**src/rtl/load_store_unit.sv**
```systemverilog
// Load/store unit between the execute stage and a word-wide data memory.
// Handles byte/halfword extraction with sign/zero extension on loads,
// read-modify-write merging for sub-word stores, and access error detection.
// One request in flight; the response is a single-cycle pulse.
module load_store_unit #(
    parameter int DMEM_WORDS = 32
) (
    input  logic        clk,
    input  logic        rst,
    input  logic        req_valid,
    output logic        req_ready,
    input  logic        req_write,
    input  logic [2:0]  req_funct3,
    input  logic [31:0] req_address,
    input  logic [31:0] req_wdata,
    output logic        resp_valid,
    output logic        resp_error,
    output logic [31:0] resp_rdata,
    output logic        mem_write_enable,
    output logic [31:0] mem_address,
    output logic [31:0] mem_write_data,
    input  logic [31:0] mem_read_data
);

    typedef enum logic [2:0] {
        IDLE     = 3'd0,
        LOAD     = 3'd1,
        RMW_READ = 3'd2,
        WRITE    = 3'd3,
        RESP     = 3'd4
    } state_t;

    state_t      state;
    logic [2:0]  funct3_q;
    logic [1:0]  offset_q;
    logic [31:0] wdata_q;
    logic        error_q;
    logic        write_q;
    logic [31:0] load_data;
    logic        bad_access;
    logic        out_of_range;

    // Pick the addressed lane out of a memory word and extend it to 32 bits.
    function automatic logic [31:0] extract_load(input logic [31:0] word,
                                                 input logic [2:0]  f3,
                                                 input logic [1:0]  off);
        logic [7:0]  b;
        logic [15:0] h;
        logic [31:0] r;
        case (off)
            2'd0:    b = word[7:0];
            2'd1:    b = word[15:8];
            2'd2:    b = word[23:16];
            2'd3:    b = word[31:24];
            default: b = 8'h00;
        endcase
        h = off[1] ? word[31:16] : word[15:0];
        case (f3)
            3'b000:  r = {{24{b[7]}}, b};
            3'b001:  r = {{16{h[15]}}, h};
            3'b010:  r = word;
            3'b100:  r = {24'h000000, b};
            3'b101:  r = {16'h0000, h};
            default: r = 32'h0000_0000;
        endcase
        return r;
    endfunction

    // Replace the addressed byte/half of the old word with the store data.
    function automatic logic [31:0] merge_store(input logic [31:0] word,
                                                input logic [31:0] wdata,
                                                input logic [2:0]  f3,
                                                input logic [1:0]  off);
        logic [31:0] r;
        r = word;
        case (f3)
            3'b000: begin
                case (off)
                    2'd0:    r[7:0]   = wdata[7:0];
                    2'd1:    r[15:8]  = wdata[7:0];
                    2'd2:    r[23:16] = wdata[7:0];
                    2'd3:    r[31:24] = wdata[7:0];
                    default: r = word;
                endcase
            end
            3'b001: begin
                if (off[1]) r[31:16] = wdata[15:0];
                else        r[15:0]  = wdata[15:0];
            end
            default: r = wdata;
        endcase
        return r;
    endfunction

    assign out_of_range = {2'b00, req_address[31:2]} >= 32'(DMEM_WORDS);

    // Classify the incoming request as illegal, misaligned or out of range.
    always_comb begin
        bad_access = 1'b0;
        case (req_funct3)
            3'b000:  bad_access = 1'b0;
            3'b001:  bad_access = req_address[0];
            3'b010:  bad_access = (req_address[1:0] != 2'b00);
            3'b100:  bad_access = req_write;
            3'b101:  bad_access = req_write | req_address[0];
            default: bad_access = 1'b1;
        endcase
    end

    // Request sequencing FSM; every output is registered here.
    always_ff @(posedge clk or posedge rst) begin
        if (rst) begin
            state            <= IDLE;
            req_ready        <= 1'b1;
            resp_valid       <= 1'b0;
            resp_error       <= 1'b0;
            resp_rdata       <= 32'h0000_0000;
            mem_write_enable <= 1'b0;
            mem_address      <= 32'h0000_0000;
            mem_write_data   <= 32'h0000_0000;
            funct3_q         <= 3'b000;
            offset_q         <= 2'b00;
            wdata_q          <= 32'h0000_0000;
            error_q          <= 1'b0;
            write_q          <= 1'b0;
            load_data        <= 32'h0000_0000;
        end else begin
            resp_valid       <= 1'b0;
            mem_write_enable <= 1'b0;
            case (state)
                IDLE: begin
                    if (req_valid) begin
                        funct3_q    <= req_funct3;
                        offset_q    <= req_address[1:0];
                        wdata_q     <= req_wdata;
                        write_q     <= req_write;
                        error_q     <= bad_access | out_of_range;
                        req_ready   <= 1'b0;
                        mem_address <= {2'b00, req_address[31:2]};
                        if (bad_access || out_of_range) begin
                            state <= RESP;
                        end else if (!req_write) begin
                            state <= LOAD;
                        end else if (req_funct3 == 3'b010) begin
                            // Full-word store needs no read; write next cycle.
                            state            <= WRITE;
                            mem_write_enable <= 1'b1;
                            mem_write_data   <= req_wdata;
                        end else begin
                            state <= RMW_READ;
                        end
                    end else begin
                        state <= IDLE;
                    end
                end
                LOAD: begin
                    load_data <= extract_load(mem_read_data, funct3_q, offset_q);
                    state     <= RESP;
                end
                RMW_READ: begin
                    mem_write_data   <= merge_store(mem_read_data, wdata_q, funct3_q, offset_q);
                    mem_write_enable <= 1'b1;
                    state            <= WRITE;
                end
                WRITE: begin
                    state <= RESP;
                end
                RESP: begin
                    // Response fields are only updated here so they hold between pulses.
                    resp_valid  <= 1'b1;
                    resp_error  <= error_q;
                    resp_rdata  <= (error_q || write_q) ? 32'h0000_0000 : load_data;
                    req_ready   <= 1'b1;
                    mem_address <= 32'h0000_0000;
                    state       <= IDLE;
                end
                default: begin
                    req_ready   <= 1'b1;
                    mem_address <= 32'h0000_0000;
                    state       <= IDLE;
                end
            endcase
        end
    end

endmodule

```
**config.mk**
```make
export PLATFORM = sky130hd
export DESIGN_NAME = load_store_unit
export DESIGN_NICKNAME = d
export VERILOG_FILES = /design/src/rtl/load_store_unit.sv
export SDC_FILE = /design/constraint.sdc
export NUM_CORES = 1
export LEC_CHECK = 0
export BUFFER_PORTS_ARGS = -buffer_cell sky130_fd_sc_hd__buf_2
export CAP_MARGIN = 20
export CORE_MARGIN = 2
export CORE_UTILIZATION = 25
export DETAILED_ROUTE_END_ITERATION = 10
export PLACE_DENSITY = 0.46
export SYNTH_ARGS = -nofsm -noshare
export SYNTH_HDL_FRONTEND = slang
export SYNTH_SLANG_ARGS = --single-unit
```
**constraint.sdc**
```tcl
create_clock -name clk -period 15.72 [get_ports clk]
set_input_delay 1.572 -clock clk [delete_from_list [all_inputs] [get_ports clk]]
set_output_delay 1.572 -clock clk [all_outputs]
set_load 0.02 [all_outputs]
```
==> metrics list <==
* Outcome: finished clean
- Post-synth design cell area: 0.00797 mm2
* RSZ-0062 raised after global routing: no
- Post-synthesis instance total: 778
- Proportion of synthesized chip area in sequential cells: between 50% and 60%
* Worst stage delay on the critical path: about 0.45 ns
* Core utilization of the finished layout: between 30% and 40%
- Number of synthesized register bits: approximately 170
- Depth of the most critical reg-to-reg path: 6
- In this run, CTS created clock tree buffers numbering 17.
- The final number of max-transition violations came to 0.
- DR iter-0 viols: 492
- Min-delay worst type: flip-flop to flip-flop
- Internal reg-to-reg setup slack: 13.06 ns
- I/O pin total: 203
- The via count of the first global-routing pass is 6519.
* Reg2reg start: state[2]$_DFF_PP0_
* Dominant synthesized flop cell: dfrtp_1
- In this run the biggest area consumer among cell types represents 53.7% of the synthesized area.
* Switching share of total power: 31.2%
- Combined global-route utilization of all metal layers: 15.9%
* Hold path startpoint: resp_rdata[9]$_DFFE_PP0P_
- Net switching power: 0.000343 W
- During placement, the flow inserted port buffers numbering 200.
- Core region area: 0.0315 mm2
* Global-route wire length before repair: 40000 um
- Largest voltage drop on the vdd net: 0.0621 mV
- The most critical setup path has its startpoint at req_address[31].
- The die is 183 um wide.
- Count of cells resized by post-cts repair: 0
- For this run, design rule violations remaining after detail routing come to 0.
- The worst setup path is launched from an input port.
- Counting instances, the worst hold path has a depth of 2.
* Final-stage net count: 1060
- Total setup violations reported at the end of the flow: 0
- In this run the worst path has a maximum fanout of 33.
* Vias post-DR: 6552
* Start-to-end type of the worst setup path: input port to flip-flop
* Final period demand of the worst path: 3.33 ns
* Worst skew pair latency: approximately 0.44 ns
- The signal on the critical path passes through buf_2 -> nor4_1 -> and4_1 -> nand3_2 -> o31ai_4 -> buf_4 -> mux2_2.
* Design internal power: around 0.00076 W
- Per report_power, the combinational group accounts for between 10% and 20% of the total.
- Leaving out fill and tap cells, the most frequent cell in the layout is buf_2.
- Crit path capture: mem_write_data[3]$_DFFE_PP0P_
- Half-perimeter wire length of the detailed placement result: 19100 um
* Share of power burned in the clock network: 39.3%
- Worst clock skew: 0.0130 ns
- Number of buffers on the longest clock path: 2
- Minimum hold slack: 0.473 ns
* Clock edge transition at the registers on the reported setup and hold paths: 0.08 ns
* GP Congestion: 0.803
- Slowest cell on the critical path: buf_4
* Overall die height: 183 um
- Std-Cell Rows: 65
* PD cells: 110 mW/mm2
- Dividing the detail-routed via count by the number of cells gives around 4.8.
* GRT Residual Overflow: 0
* Part of the total power dissipated in sequential elements: 45.3%
* Total Die Area: 0.0333 mm2
- Once detail routing completed, the nets flagged for antenna violations numbered 0.
* Ys async rst share: 100%
- Clock tree from TritonCTS: done
- Number of synthesis warnings: 0
- Once the clock tree was built, the setup fixing pass inserted 0 buffers.
* Pin count of the biggest net entering global routing: 97
- CTS saw 172 sinks.
- CTS HTree Levels: 4
* Area overhead of the layout relative to synthesis: 25.6%
- Per-instance average area after synthesis: ~10 um2
* Final setup TNS: 0 ns
* Worst path arrival time: 3.65 ns
- Lkg Pwr: between 4 and 5 nW
- Hold Violations, Final: 0
- Number of antenna violations at the first check in global routing: 4
* Clock tree root buffer cell: clkbuf_16
* Timing-limited maximum frequency: 300 MHz
- Required time reported for the critical path endpoint: 16.04 ns
- The worst register-to-register path ends at mem_write_data[3]$_DFFE_PP0P_.
- In the final routed layout, each cell accounts on average for about 19 um.
- The tool flagged a number of max-cap violations equal to 0.
* Transition time at the pin with the least slew margin: 1.01 ns
* Slew Limit Headroom: 32.7%
- Crit share post-route: between 20% and 30%
* Routed WL: about 26000 um
- In this run, post-CTS hold repair placed 0 buffers.
- Of all cell types, the one taking the most synthesized area is dfrtp_1.
- For this configuration, the core starts out at a cell density of 25.3%.
- The library cells used most frequently in the layout, excluding fill and tap cells, are 200 x buf_2, 188 x nand2_1, 171 x dfrtp_1, 65 x a21oi_1, 61 x o21ai_0.
- Layout cells sized above 1: 34.8%
* Critical path capture point type: flip-flop
* Netlist cell types: between 50 and 60
- Yosys mapped a number of flops with a built-in enable equal to 0.
- First-pass DRT Iterations: 7
- In the post-synthesis netlist, the biggest area contributors are dfrtp_1 54%, nand2_1 8.9%, mux2_2 8.5%.
## cells by family after synthesis
| logic type | Yosys count | share of synthesized area, % |
|---|---|---|
| multiplexers | 88 | 13.9 |
| flip-flops | 172 | 54.0 |
| AO/OA/AOI/OAI | 187 | 14.5 |
| buffers and inverters | 60 | 3.52 |
| other | 1 | 0.0470 |
| AND/OR/NAND/NOR | 270 | 14.0 |
## metal layers
metal  global-route usage (%)  wire (um)  up-vias
met5                        0         13        -
met4                     4.13        377        2
met3                     2.65       1130       24
met2                     24.9      12200      171
met1                     22.7      12400     3252
li1                         -          -     3103
## flip-flops by register name (all words and copies together) (netlist names), 2 cells and up
name            count
load_data          32
mem_write_data     32
resp_rdata         32
wdata_q            32
mem_address        30
funct3_q            3
state               3
offset_q            2
## critical path, delay by kind of cell
| family | cells | cell delay (ns) |
|---|---|---|
| compound gates | 1 | 0.28 |
| mux | 1 | 0.39 |
| buf+inv | 2 | 0.55 |
| simple gates | 3 | 0.79 |
## Yosys cell counts, types with 4 or more instances
cell type,instances
mux4_2,8
clkbuf_1,36
buf_6,4
mux2_4,10
a221oi_1,16
a21oi_1,65
buf_2,11
a31oi_1,8
nand2_1,189
a22oi_1,8
mux2i_1,9
mux2_2,60
dfrtp_1,171
nor4_1,5
a222oi_1,15
o21ai_0,61
nor2_1,51
inv_1,4
## through the flow
stage | cells | setup WS, ns | area (um2) | power (W)
finish | 1375 | 12.39 | 10000 | 0.00110
global route | 1374 | 12.30 | 10000 | 0.00115
CTS | 1369 | 12.41 | 9930 | 0.00111
detailed placement | 1337 | 11.95 | 9330 | 0.000673
global placement | 1335 | 11.95 | 9300 | 0.000671
floorplan | 779 | 9.49 | 7980 | 0.000606
## layout make-up
class	count	area (um2)
Multi-Input combinational cell	547	3400
Fill cell	3310	21500
Tap cell	402	503
Clock inverter	15	176
Inverter	5	23.8
Timing Repair Buffer	214	1170
Clock buffer	17	425
Antenna cell	3	7.51
Sequential cell	172	4310
## worst min-delay path by stage
| stage | to | slack [ns] |
|---|---|---|
| global route | mem_write_data[24]$_DFFE_PP0P_ | 0.51 |
| global placement | resp_rdata[0]$_DFFE_PP0P_ | 0.46 |
| detailed placement | resp_rdata[9]$_DFFE_PP0P_ | 0.47 |
| finish | resp_rdata[9]$_DFFE_PP0P_ | 0.47 |
| CTS | resp_rdata[5]$_DFFE_PP0P_ | 0.48 |
| floorplan | load_data[0]$_DFFE_PP0P_ | 0.45 |
## power groups by stage
stage	logic, W	clock network, W	registers (W)
after floorplan	0.0000992	0	0.000507
after global placement	0.000166	0	0.000506
after detailed placement	0.000167	0	0.000506
after CTS	0.000167	0.000447	0.000497
after global routing	0.000184	0.000463	0.000502
final	0.000168	0.000432	0.000498
Power figures use the tool's default switching activity.
